<file path="src/rtl/vram_row_fetch_if.sv">
// vram_row_fetch_if: display row-request, VRAM read-port and row-buffer write signals.
//   master : fetch engine (accepts row requests, issues VRAM reads, writes the row buffer)
//   slave  : surrounding display / VRAM logic
//   Signals: vram_re/vram_y/x_tl/dis_w (row request), mem_re/mem_addr/mem_gnt (read issue),
//            mem_rvalid/mem_rdata (in-order read return), vram_we/vram_x/vram_out (row buffer
//            write), busy/overrun (status).
interface vram_row_fetch_if #(
    parameter int unsigned ADDR_W = 19
);
    logic              vram_re;
    logic [8:0]        vram_y;
    logic [9:0]        x_tl;
    logic [9:0]        dis_w;
    logic              mem_re;
    logic [ADDR_W-1:0] mem_addr;
    logic              mem_gnt;
    logic              mem_rvalid;
    logic [15:0]       mem_rdata;
    logic              vram_we;
    logic [9:0]        vram_x;
    logic [23:0]       vram_out;
    logic              busy;
    logic              overrun;

    modport master (
        input  vram_re, vram_y, x_tl, dis_w, mem_gnt, mem_rvalid, mem_rdata,
        output mem_re, mem_addr, vram_we, vram_x, vram_out, busy, overrun
    );

    modport slave (
        output vram_re, vram_y, x_tl, dis_w, mem_gnt, mem_rvalid, mem_rdata,
        input  mem_re, mem_addr, vram_we, vram_x, vram_out, busy, overrun
    );
endinterface

</file>
<file path="src/rtl/vram_row_fetch.sv">
// vram_row_fetch: on a row request, reads one horizontally scaled VRAM row through a
// pipelined read port, expands 15bpp pixels to 24bpp and streams SCREEN_W beats into the
// display row buffer.
//   clk_50MHz : clock
//   rst       : asynchronous active-high reset
//   bus       : vram_row_fetch_if.master (row request, VRAM read port, row buffer write, status)
// Build option: define COLOR_REPLICATE_EN to expand 5-bit channels by bit replication
// ({c, c[4:2]}); otherwise channels are zero-padded ({c, 3'b000}).
module vram_row_fetch #(
    parameter int unsigned SCREEN_W  = 640,
    parameter int unsigned MAX_OUTST = 4,
    parameter int unsigned ADDR_W    = 19
) (
    input  logic             clk_50MHz,
    input  logic             rst,
    vram_row_fetch_if.master bus
);
    localparam int unsigned CNT_W  = $clog2(SCREEN_W + 1);
    localparam int unsigned OUT_W  = $clog2(MAX_OUTST + 1);
    localparam int unsigned FRAC_W = 11;

    typedef enum logic [1:0] {IDLE, RUN, DRAIN} state_t;

    state_t            state_q, state_n;
    logic [8:0]        y_q, y_n;
    logic [9:0]        w_q, w_n;
    logic [9:0]        src_x_q, src_x_n;
    logic [FRAC_W-1:0] frac_q, frac_n;
    logic [CNT_W-1:0]  issue_q, issue_n;
    logic [CNT_W-1:0]  ret_q, ret_n;
    logic [OUT_W-1:0]  outst_q, outst_n;
    logic              mem_re_q, mem_re_n;
    logic [ADDR_W-1:0] addr_q, addr_n;
    logic              we_q, we_n;
    logic [9:0]        x_q, x_n;
    logic [23:0]       out_q, out_n;
    logic              busy_q, busy_n;
    logic              overrun_q, overrun_n;

    logic              grant;
    logic              ret;
    logic [FRAC_W-1:0] frac_sum;
    logic              unused_mask;

    assign unused_mask = bus.mem_rdata[15];

    // 5-bit colour channel to 8 bits
    function automatic logic [7:0] expand5(input logic [4:0] c);
`ifdef COLOR_REPLICATE_EN
        return {c, c[4:2]};
`else
        return {c, 3'b000};
`endif
    endfunction

    // State register and all datapath registers
    always_ff @(posedge clk_50MHz or posedge rst) begin
        if (rst) begin
            state_q   <= IDLE;
            y_q       <= '0;
            w_q       <= '0;
            src_x_q   <= '0;
            frac_q    <= '0;
            issue_q   <= '0;
            ret_q     <= '0;
            outst_q   <= '0;
            mem_re_q  <= 1'b0;
            addr_q    <= '0;
            we_q      <= 1'b0;
            x_q       <= '0;
            out_q     <= '0;
            busy_q    <= 1'b0;
            overrun_q <= 1'b0;
        end else begin
            state_q   <= state_n;
            y_q       <= y_n;
            w_q       <= w_n;
            src_x_q   <= src_x_n;
            frac_q    <= frac_n;
            issue_q   <= issue_n;
            ret_q     <= ret_n;
            outst_q   <= outst_n;
            mem_re_q  <= mem_re_n;
            addr_q    <= addr_n;
            we_q      <= we_n;
            x_q       <= x_n;
            out_q     <= out_n;
            busy_q    <= busy_n;
            overrun_q <= overrun_n;
        end
    end

    // Next-state, DDA issue path and return path
    always_comb begin
        state_n   = state_q;
        y_n       = y_q;
        w_n       = w_q;
        src_x_n   = src_x_q;
        frac_n    = frac_q;
        issue_n   = issue_q;
        ret_n     = ret_q;
        busy_n    = busy_q;
        overrun_n = overrun_q;
        we_n      = 1'b0;
        x_n       = x_q;
        out_n     = out_q;

        grant    = mem_re_q && bus.mem_gnt;
        ret      = bus.mem_rvalid && (outst_q != '0);
        frac_sum = frac_q + FRAC_W'(w_q);

        // A request anywhere but IDLE (including the DRAIN->IDLE cycle) is dropped
        if (bus.vram_re && (state_q != IDLE)) begin
            overrun_n = 1'b1;
        end

        case (state_q)
            IDLE: begin
                if (bus.vram_re) begin
                    y_n     = bus.vram_y;
                    w_n     = (32'(bus.dis_w) > SCREEN_W) ? 10'(SCREEN_W) : bus.dis_w;
                    src_x_n = bus.x_tl;
                    frac_n  = '0;
                    issue_n = '0;
                    ret_n   = '0;
                    busy_n  = 1'b1;
                    state_n = RUN;
                end
            end
            RUN: begin
                if (issue_q == CNT_W'(SCREEN_W)) begin
                    state_n = DRAIN;
                end else if (grant) begin
                    issue_n = issue_q + CNT_W'(1);
                    // Clamped width keeps frac_sum < 2*SCREEN_W: at most one source step
                    if (frac_sum >= FRAC_W'(SCREEN_W)) begin
                        frac_n  = frac_sum - FRAC_W'(SCREEN_W);
                        src_x_n = src_x_q + 10'd1;
                    end else begin
                        frac_n  = frac_sum;
                    end
                end
            end
            DRAIN: begin
                if (ret_q == CNT_W'(SCREEN_W)) begin
                    busy_n  = 1'b0;
                    state_n = IDLE;
                end
            end
            default: state_n = IDLE;
        endcase

        // Return data only counts against a read we actually issued
        if (ret) begin
            we_n  = 1'b1;
            x_n   = 10'(ret_q);
            out_n = {expand5(bus.mem_rdata[14:10]),
                     expand5(bus.mem_rdata[9:5]),
                     expand5(bus.mem_rdata[4:0])};
            ret_n = ret_q + CNT_W'(1);
        end

        outst_n = outst_q + OUT_W'(grant) - OUT_W'(ret);

        // Derived from next values so request/address stay put until granted
        mem_re_n = (state_n == RUN) && (issue_n < CNT_W'(SCREEN_W)) &&
                   (outst_n < OUT_W'(MAX_OUTST));
        addr_n   = ADDR_W'({y_n, src_x_n});
    end

    assign bus.mem_re   = mem_re_q;
    assign bus.mem_addr = addr_q;
    assign bus.vram_we  = we_q;
    assign bus.vram_x   = x_q;
    assign bus.vram_out = out_q;
    assign bus.busy     = busy_q;
    assign bus.overrun  = overrun_q;
endmodule
</file>
<file path="src/flat_wrapper.sv">
// flat-port wrapper written by rule: the top's interface ports become plain ports
module vram_row_fetch_flat 
#(
    parameter int unsigned SCREEN_W  = 640,
    parameter int unsigned MAX_OUTST = 4,
    parameter int unsigned ADDR_W    = 19
)
  (clk_50MHz, rst, bus_vram_re, bus_vram_y, bus_x_tl, bus_dis_w, bus_mem_gnt, bus_mem_rvalid, bus_mem_rdata, bus_mem_re, bus_mem_addr, bus_vram_we, bus_vram_x, bus_vram_out, bus_busy, bus_overrun);
  vram_row_fetch_if #(.ADDR_W(ADDR_W)) bus_i ();
  input  logic clk_50MHz;
  input  logic rst;
  input wire logic [$bits(bus_i.vram_re)-1:0] bus_vram_re;
  input wire logic [$bits(bus_i.vram_y)-1:0] bus_vram_y;
  input wire logic [$bits(bus_i.x_tl)-1:0] bus_x_tl;
  input wire logic [$bits(bus_i.dis_w)-1:0] bus_dis_w;
  input wire logic [$bits(bus_i.mem_gnt)-1:0] bus_mem_gnt;
  input wire logic [$bits(bus_i.mem_rvalid)-1:0] bus_mem_rvalid;
  input wire logic [$bits(bus_i.mem_rdata)-1:0] bus_mem_rdata;
  output wire logic [$bits(bus_i.mem_re)-1:0] bus_mem_re;
  output wire logic [$bits(bus_i.mem_addr)-1:0] bus_mem_addr;
  output wire logic [$bits(bus_i.vram_we)-1:0] bus_vram_we;
  output wire logic [$bits(bus_i.vram_x)-1:0] bus_vram_x;
  output wire logic [$bits(bus_i.vram_out)-1:0] bus_vram_out;
  output wire logic [$bits(bus_i.busy)-1:0] bus_busy;
  output wire logic [$bits(bus_i.overrun)-1:0] bus_overrun;
  assign bus_i.vram_re = bus_vram_re;
  assign bus_i.vram_y = bus_vram_y;
  assign bus_i.x_tl = bus_x_tl;
  assign bus_i.dis_w = bus_dis_w;
  assign bus_i.mem_gnt = bus_mem_gnt;
  assign bus_i.mem_rvalid = bus_mem_rvalid;
  assign bus_i.mem_rdata = bus_mem_rdata;
  assign bus_mem_re = bus_i.mem_re;
  assign bus_mem_addr = bus_i.mem_addr;
  assign bus_vram_we = bus_i.vram_we;
  assign bus_vram_x = bus_i.vram_x;
  assign bus_vram_out = bus_i.vram_out;
  assign bus_busy = bus_i.busy;
  assign bus_overrun = bus_i.overrun;
  vram_row_fetch #(.SCREEN_W(SCREEN_W), .MAX_OUTST(MAX_OUTST), .ADDR_W(ADDR_W)) u_core (.clk_50MHz(clk_50MHz), .rst(rst), .bus(bus_i));
endmodule
</file>
<file path="config.mk">
export PLATFORM = sky130hd
export DESIGN_NAME = vram_row_fetch_flat
export DESIGN_NICKNAME = d
export VERILOG_FILES = /design/src/rtl/vram_row_fetch_if.sv /design/src/rtl/vram_row_fetch.sv /design/src/flat_wrapper.sv
export SDC_FILE = /design/constraint.sdc
export NUM_CORES = 1
export LEC_CHECK = 0
export ABC_AREA = 1
export BUFFER_PORTS_ARGS = -buffer_cell sky130_fd_sc_hd__buf_2
export CAP_MARGIN = 20
export CORE_MARGIN = 2
export CORE_UTILIZATION = 40
export DETAILED_ROUTE_END_ITERATION = 6
export PLACE_DENSITY = 0.71
export SKIP_CTS_REPAIR_TIMING = 1
export SLEW_MARGIN = 10
export SYNTH_ARGS = -nofsm -noshare
export SYNTH_HDL_FRONTEND = slang
export SYNTH_SLANG_ARGS = --single-unit
export TNS_END_PERCENT = 5
</file>
<file path="constraint.sdc">
create_clock -name clk_50MHz -period 5.6 [get_ports clk_50MHz]
set_input_delay 1.68 -clock clk_50MHz [delete_from_list [all_inputs] [get_ports clk_50MHz]]
set_output_delay 1.68 -clock clk_50MHz [all_outputs]
set_load 0.05 [all_outputs]
</file>
==> flow_metrics.tcl, run 1 <==
set metrics [dict create \
    synth.top_cell.area_share_pct 46.0 \
    slew_headroom_pct 42.8 \
    dp_hpwl_um 8090 \
    fmax_ghz 0.274 \
    avgSynthCellArea_sq_um 7.78 \
    clockBufferDepth 2 \
    synth-seq-area-share_pct 46.0 \
    synth_edf_count 0 \
    coreArea_sq_mm 0.0126 \
    clk_pin_slew_ps 70 \
    synth-simple-area-share_pct 29.9 \
    hold_violations 0 \
    syn_area_sq_mm 0.00511 \
    drc 0 \
    portBuffers 96 \
    max_cap_viol_count 0 \
    endpoint_kind "register" \
    synth_compound_area_share_pct 9.01 \
    drt_iter0_markers 243 \
    rows 41 \
    synthToLayoutAreaGrowth_pct 18.0 \
    dp.cells 915 \
    globalRoute.totalOverflow 0 \
    vias_per_cell 4.75 \
    fin_setup_tns_ps 0 \
    diodes 0 \
    place.gp.congestion 0.866 \
    ff_latch_area_sq_mm 0.00235 \
    multi_input_area_sq_mm 0.00235 \
    period_share_pct 65.2 \
    die_area_sq_mm 0.0137 \
    cts_tree "yes" \
    cp_max_fo 37 \
    final_nets 824 \
    drtPass1Iterations 4 \
    drive_above_1_share_pct 18.1 \
    clock_skew_ps 5.73 \
    cp.arrival_ps 3930 \
    synth_warnings 0 \
    antenna_found_initial 0 \
    wl_per_cell_um 12.3 \
    outcome "complete, no violations" \
    rsz0062_at_grt "no" \
    cts_root_buf "clkbuf_16" \
    ant_nets 0 \
    hold_class "reg -> reg" \
    worstSetupPathType "in -> reg" \
    vias 4419 \
    synthCells 657 \
    grt_pass1_wl_um 18700 \
    min_period_ps 3650 \
    clk_latency_ps 350 \
    vdd_ir_drop_max_uv 324 \
    tightest_slew_ps 857 \
    synth_xor_area_share_pct 1.20 \
    routed_wl_um 11500 \
    critPathRequiredTime_ps 5870 \
    synth_top_flop_cell "dfrtp_1" \
    yosysTopAreaCell "dfrtp_1" \
    initial_core_util_pct 40.7 \
    track_usage_pct 17.6 \
    clock-sinks 94 \
    final_cells 931 \
    power_leakage_nw 3.28 \
    pin_count 107 \
    report.final.slew_viol_count 0 \
    ys_types 40 \
    hold_ws_ps 472 \
    synthArstFlopShare_pct 100 \
    grt_pass1_vias 4007 \
    fill_cells 1275 \
    critPathLaunchType "input port" \
    dieWidth_um 117 \
    h-tree-depth 3 \
    synth_mux_area_share_pct 0 \
    grt_max_degree 51 \
    die_y_um 117 \
    synth_top_family_by_area "simple AND/OR/NAND/NOR gates" \
    synthTopCellsByArea "dfrtp_1 46%, nand2_1 17%, inv_1 5.7%" \
    report.final.setup_viol 0 \
    worstPathCellList "buf_2, o31ai_4, buf_4, clkinv_1, ha_1, inv_1, ha_1, inv_1, fa_1, xor2_1, xor2_1, nand4_1, a21oi_1" \
    slowest_delay_ps 380 \
    p_total_w 0.00294 \
    cp_slowest_cell "buf_4" \
    cts_buffers 9 \
    synth_seq_cells 94 \
    powerDensity_mw_per_mm2 487 \
    yosys.area_share.adder_pct 5.19 \
]
## Yosys cell counts (all sizes together) (2+ instances only)
cell / number
o21bai: 5
nand3: 53
buf: 14
nor2: 44
dfrtp: 94
nor4: 3
xor2: 5
clkbuf: 10
o21ai: 31
ha: 18
nand4: 14
fa: 2
nand3b: 5
o32ai: 2
a31oi: 3
xnor2: 2
o22ai: 6
a21oi: 8
nand2: 231
inv: 79
a22oi: 10
a22o: 2
nor3: 6
o31ai: 3
## power by group
part	total (W)	switching, W	internal, W
Clock	0.000590	0.000273	0.000317
Sequential	0.00102	0.000150	0.000874
Combinational	0.00132	0.000937	0.000385
## worst max-delay path, delay by kind of cell
| family | cells | cell delay, ps |
|---|---|---|
| buffers and inverters | 5 | 770 |
| AO/OA/AOI/OAI | 2 | 180 |
| adder cells (fa/ha/maj) | 3 | 820 |
| AND/OR/NAND/NOR | 1 | 120 |
| XOR/XNOR | 2 | 370 |
## sequential cells by signal (all words and copies together), names as in the netlist
| register | cells |
|---|---|
| u_core.state_q | 2 |
| u_core.bus.mem_re | 1 |
| u_core.bus.busy | 1 |
| u_core.bus.mem_addr | 2 |
| u_core.bus.overrun | 1 |
| u_core.bus.vram_x | 10 |
| u_core.src_x_q | 9 |
| u_core.frac_q | 11 |
| u_core.bus.vram_out | 15 |
| u_core.outst_q | 3 |
| u_core.w_q | 10 |
| u_core.y_q | 8 |
| u_core.issue_q | 10 |
| u_core.ret_q | 10 |
| u_core.bus.vram_we | 1 |
## through the flow
step | utilization, % | setup WS (ps) | area (sq um)
2_1_floorplan | - | 1470 | 5140
3_3_place_gp | 45.7 | 1620 | 5740
3_5_place_dp | 45.7 | 1570 | 5750
4_1_cts | 48.0 | 1930 | 6030
5_1_grt | 48.0 | 1790 | 6030
6_report | 48.0 | 1950 | 6030
## logic make-up (layout without fill, tap and decap cells)
kind of cell | after synthesis | in the layout
XOR/XNOR | 7 | 7
adder cells (fa/ha/maj) | 20 | 20
buffers and inverters | 104 | 198
AND/OR/NAND/NOR | 358 | 358
other | 1 | 9
AO/OA/AOI/OAI | 73 | 73
flip-flops | 94 | 94
## final timing paths
kind | from | to | slack [ps] | cells past startpoint
worst min-delay path | u_core.y_q[5] | u_core.y_q[5] | 470 | 2
worst min register to register | u_core.y_q[5] | u_core.y_q[5] | 470 | 2
min in group asynchronous | rst | u_core.bus.vram_we | 1440 | 2
worst max register to register | u_core.w_q[0] | u_core.src_x_q[6] | 2690 | 19
max in group asynchronous | rst | u_core.outst_q[1] | 3150 | 3
worst max-delay path | bus_mem_rvalid | u_core.bus.mem_re | 1950 | 13
## metal layers
| metal | wire length, um | global-route usage, % | up-vias |
|---|---|---|---|
| met1 | 5580 | 24.2 | 2013 |
| met2 | 5150 | 27.2 | 91 |
| met4 | 132 | 4.78 | 0 |
| met3 | 600 | 5.41 | 12 |
| met5 | 0 | 0 | - |
| li1 | - | - | 2303 |
## layout by cell type, fill, tap and decap left out, types with 2 or more instances in the layout
cell / instances
nand2_1: 225
buf_2: 96
dfrtp_1: 94
inv_1: 76
nand3_1: 50
nor2_1: 40
o21ai_0: 21
ha_1: 18
nand4_1: 14
o21ai_1: 10
a22oi_1: 10
conb_1: 9
clkbuf_16: 9
a21oi_1: 8
nor3_1: 6
o22ai_1: 6
buf_4: 6
nand2_2: 5
nand3b_1: 5
o21bai_1: 5
xor2_1: 5
nor2_2: 4
a31oi_1: 3
nand3_2: 3
nor4_1: 3
a22o_1: 2
inv_2: 2
xnor2_1: 2
o31ai_1: 2
o32ai_1: 2
fa_1: 2
clkinv_2: 2
clkinv_4: 2
inv_6: 2
## cell type report
type,instances,share of cell area [%]
sequential,94,39.0
multi-input combinational,467,39.0
timing repair buffer,102,8.72
tap,172,3.57
inverter,80,5.02
clock buffer,10,3.96
clock inverter,6,0.747
Note: power is estimated with default switching activity, not from simulation.
==> run 2: changes to the inputs <==
ABC_AREA = 0   (was 1)
PLACE_DENSITY = 0.74   (was 0.71)
clock period = 3.13 ns   (was 5.6 ns; I/O delays follow)
==> flow_metrics.tcl, run 2 <==
set metrics [dict create \
    syn_area_sq_mm 0.00512 \
    synth_seq_cells 94 \
    dp.cells 840 \
    synth_edf_count 0 \
    antenna_found_initial 0 \
    final_cell_mix "144 x nand2_1, 96 x buf_2, 94 x dfrtp_1" \
    worstSetupPathType "reg -> reg" \
    comb_power_share_pct 28.8 \
    ff_latch_area_sq_mm 0.00235 \
    outcome "complete, no violations" \
    grt_pass1_wl_um 20800 \
    cp_top_family "compound AO/OA/AOI/OAI gates" \
    period_share_pct 98.6 \
    report.final.setup_viol 0 \
    layout_commonest_cell "nand2_1" \
    max_cap_viol_count 0 \
    hold_violations 0 \
    synth-seq-area-share_pct 45.9 \
    globalRoute.totalOverflow 0 \
    fmax_ghz 0.324 \
    clockBufferDepth 2 \
    diodes 0 \
    synth_warnings 0 \
    utilization_pct 50.0 \
    synthToLayoutAreaGrowth_pct 22.8 \
    hold_ws_ps 471 \
    worstPathCellList "ha_2, fa_2, a211oi_4, o21ba_2, nor3_1, nor3_2, ha_2, o2111ai_2, a41oi_4, buf_12, nor4_4, and3_1, o31a_1" \
    ys_types 70 \
    clock-sinks 94 \
    slew_headroom_pct 45.3 \
    portBuffers 96 \
    clk_latency_ps 360 \
    cp_slowest_cell "dfrtp_1" \
    initial_core_util_pct 40.7 \
    fin_setup_tns_ps 0 \
    clock_skew_ps 13.6 \
    synth.top_cell.area_share_pct 45.9 \
    power_leakage_nw 3.15 \
    rows 41 \
    synthCells 569 \
    vdd_ir_drop_max_uv 534 \
    grt_pass1_vias 4363 \
    synthArstFlopShare_pct 100 \
    sw_frac_of_total_pct 37.9 \
    h-tree-depth 3 \
    p_clk_share_pct 29.9 \
    cts_buffers 9 \
    yosys-top-cells-count "144 x nand2_1, 94 x dfrtp_1, 43 x o21ai_0, 33 x nor2_1, 24 x nand3_1" \
    rsz0062_at_grt "yes" \
    final_nets 751 \
    synthTopCellsByArea "dfrtp_1 46%, nand2_1 11%, ha_1 4.4%" \
    grt_max_degree 38 \
    cp_max_fo 6 \
    drtPass1Iterations 5 \
    coreArea_sq_mm 0.0126 \
    cts_tree "yes" \
    powerDensity_mw_per_mm2 600 \
    min_period_ps 3090 \
    cp_common_cell "ha_2" \
    track_usage_pct 19.4 \
    dieWidth_um 117 \
    drc 0 \
    r2r_start "u_core.frac_q[0]" \
    synth.most_common_cell "nand2_1" \
    hold_class "reg -> reg" \
    multi_input_area_sq_mm 0.00265 \
    critPathLaunchType "register" \
    largest_reg_flops 15 \
    critPathLaunch "u_core.frac_q[0]" \
    clk_pin_slew_ps 60 \
    report.final.slew_viol_count 0 \
    die_area_sq_mm 0.0137 \
    cts_root_buf "clkbuf_16" \
    die_y_um 117 \
    worstHoldStart "u_core.bus.overrun" \
    tightest_slew_ps 819 \
    netSwitchingPower_w 0.00143 \
    synth_top_flop_cell "dfrtp_1" \
    fill_cells 1176 \
    wl_per_cell_um 15.0 \
    critPathBufInv 1 \
    cp.arrival_ps 3320 \
    drive_above_1_share_pct 24.9 \
    post-place-ws_ps -129 \
    dp_hpwl_um 9290 \
    internal_power_w 0.00234 \
    timing.final.ws_setup_ps 43.4 \
    place.gp.congestion 0.877 \
    avgSynthCellArea_sq_um 9.00 \
    critPathRequiredTime_ps 3360 \
    vias 4570 \
    endpoint_kind "register" \
    drt_iter0_markers 283 \
    slowest_delay_ps 390 \
    final_cells 858 \
    ant_nets 0 \
    yosysTopAreaCell "dfrtp_1" \
    vias_per_cell 5.33 \
    power_frac_seq_pct 41.2 \
    routed_wl_um 12900 \
    pin_count 107 \
]
## run 2: power by group through the flow
stage / Clock [W] / Sequential, W / Combinational (W)
floorplan: 0 / 0.00188 / 0.000450
global placement: 0 / 0.00156 / 0.00105
detailed placement: 0 / 0.00157 / 0.00109
CTS: 0.00115 / 0.00156 / 0.00109
global route: 0.00121 / 0.00158 / 0.00118
finish: 0.00113 / 0.00155 / 0.00109
## run 2: per-stage QoR
stage,power [W],area (sq um)
floorplan,0.00233,5150
global placement,0.00261,5900
detailed placement,0.00266,5900
CTS,0.00380,6200
global route,0.00398,6290
finish,0.00377,6290
## run 2: worst reg2reg max path, stage by stage (launching register included)
cell,delay (ps)
dfrtp_1,390
ha_2,210
fa_2,390
a211oi_4,270
o21ba_2,210
nor3_1,60
nor3_2,190
ha_2,240
o2111ai_2,130
a41oi_4,250
buf_12,160
nor4_4,60
and3_1,190
o31a_1,230
## run 2: worst paths after layout
path / endpoint / slack, ps / depth (start not counted)
max: u_core.bus.mem_addr[9] / 40 / 13
min: u_core.bus.overrun / 470 / 1
max reg2reg: u_core.bus.mem_addr[9] / 40 / 13
min reg2reg: u_core.bus.overrun / 470 / 1
max in group asynchronous: u_core.ret_q[0] / 1630 / 3
min in group asynchronous: u_core.bus.vram_we / 730 / 2
## run 2: cell families after synthesis
family	after synthesis	synth area share [%]
buffers and inverters	47	4.15
and+or+nand+nor	262	23.9
adders and majority gates	20	5.18
other	1	0.0732
xor gates and xnor gates	11	1.88
muxes	6	1.20
DFF	94	45.9
AOI/OAI and AO/OA	128	17.6
## run 2: per-layer routing
metal  wire length [um]  global-route usage, %  part of all wire, %  vias to the layer above
met5                  0                      0                    0                        -
met4                119                   4.63                 0.92                        0
met3                910                   6.54                  7.1                       15
met2               6290                   32.1                   49                      166
met1               5570                   24.6                   43                     2185
li1                   -                      -                    -                     2204
## run 2: layout make-up
| type | count | area share (%) |
|---|---|---|
| multi-input cells | 436 | 42.2 |
| flip-flops and latches | 94 | 37.4 |
| repair buffers | 123 | 11.1 |
| clock buffers | 12 | 3.92 |
| well taps | 172 | 3.42 |
| inverters | 17 | 1.07 |
| clock inverters | 4 | 0.876 |
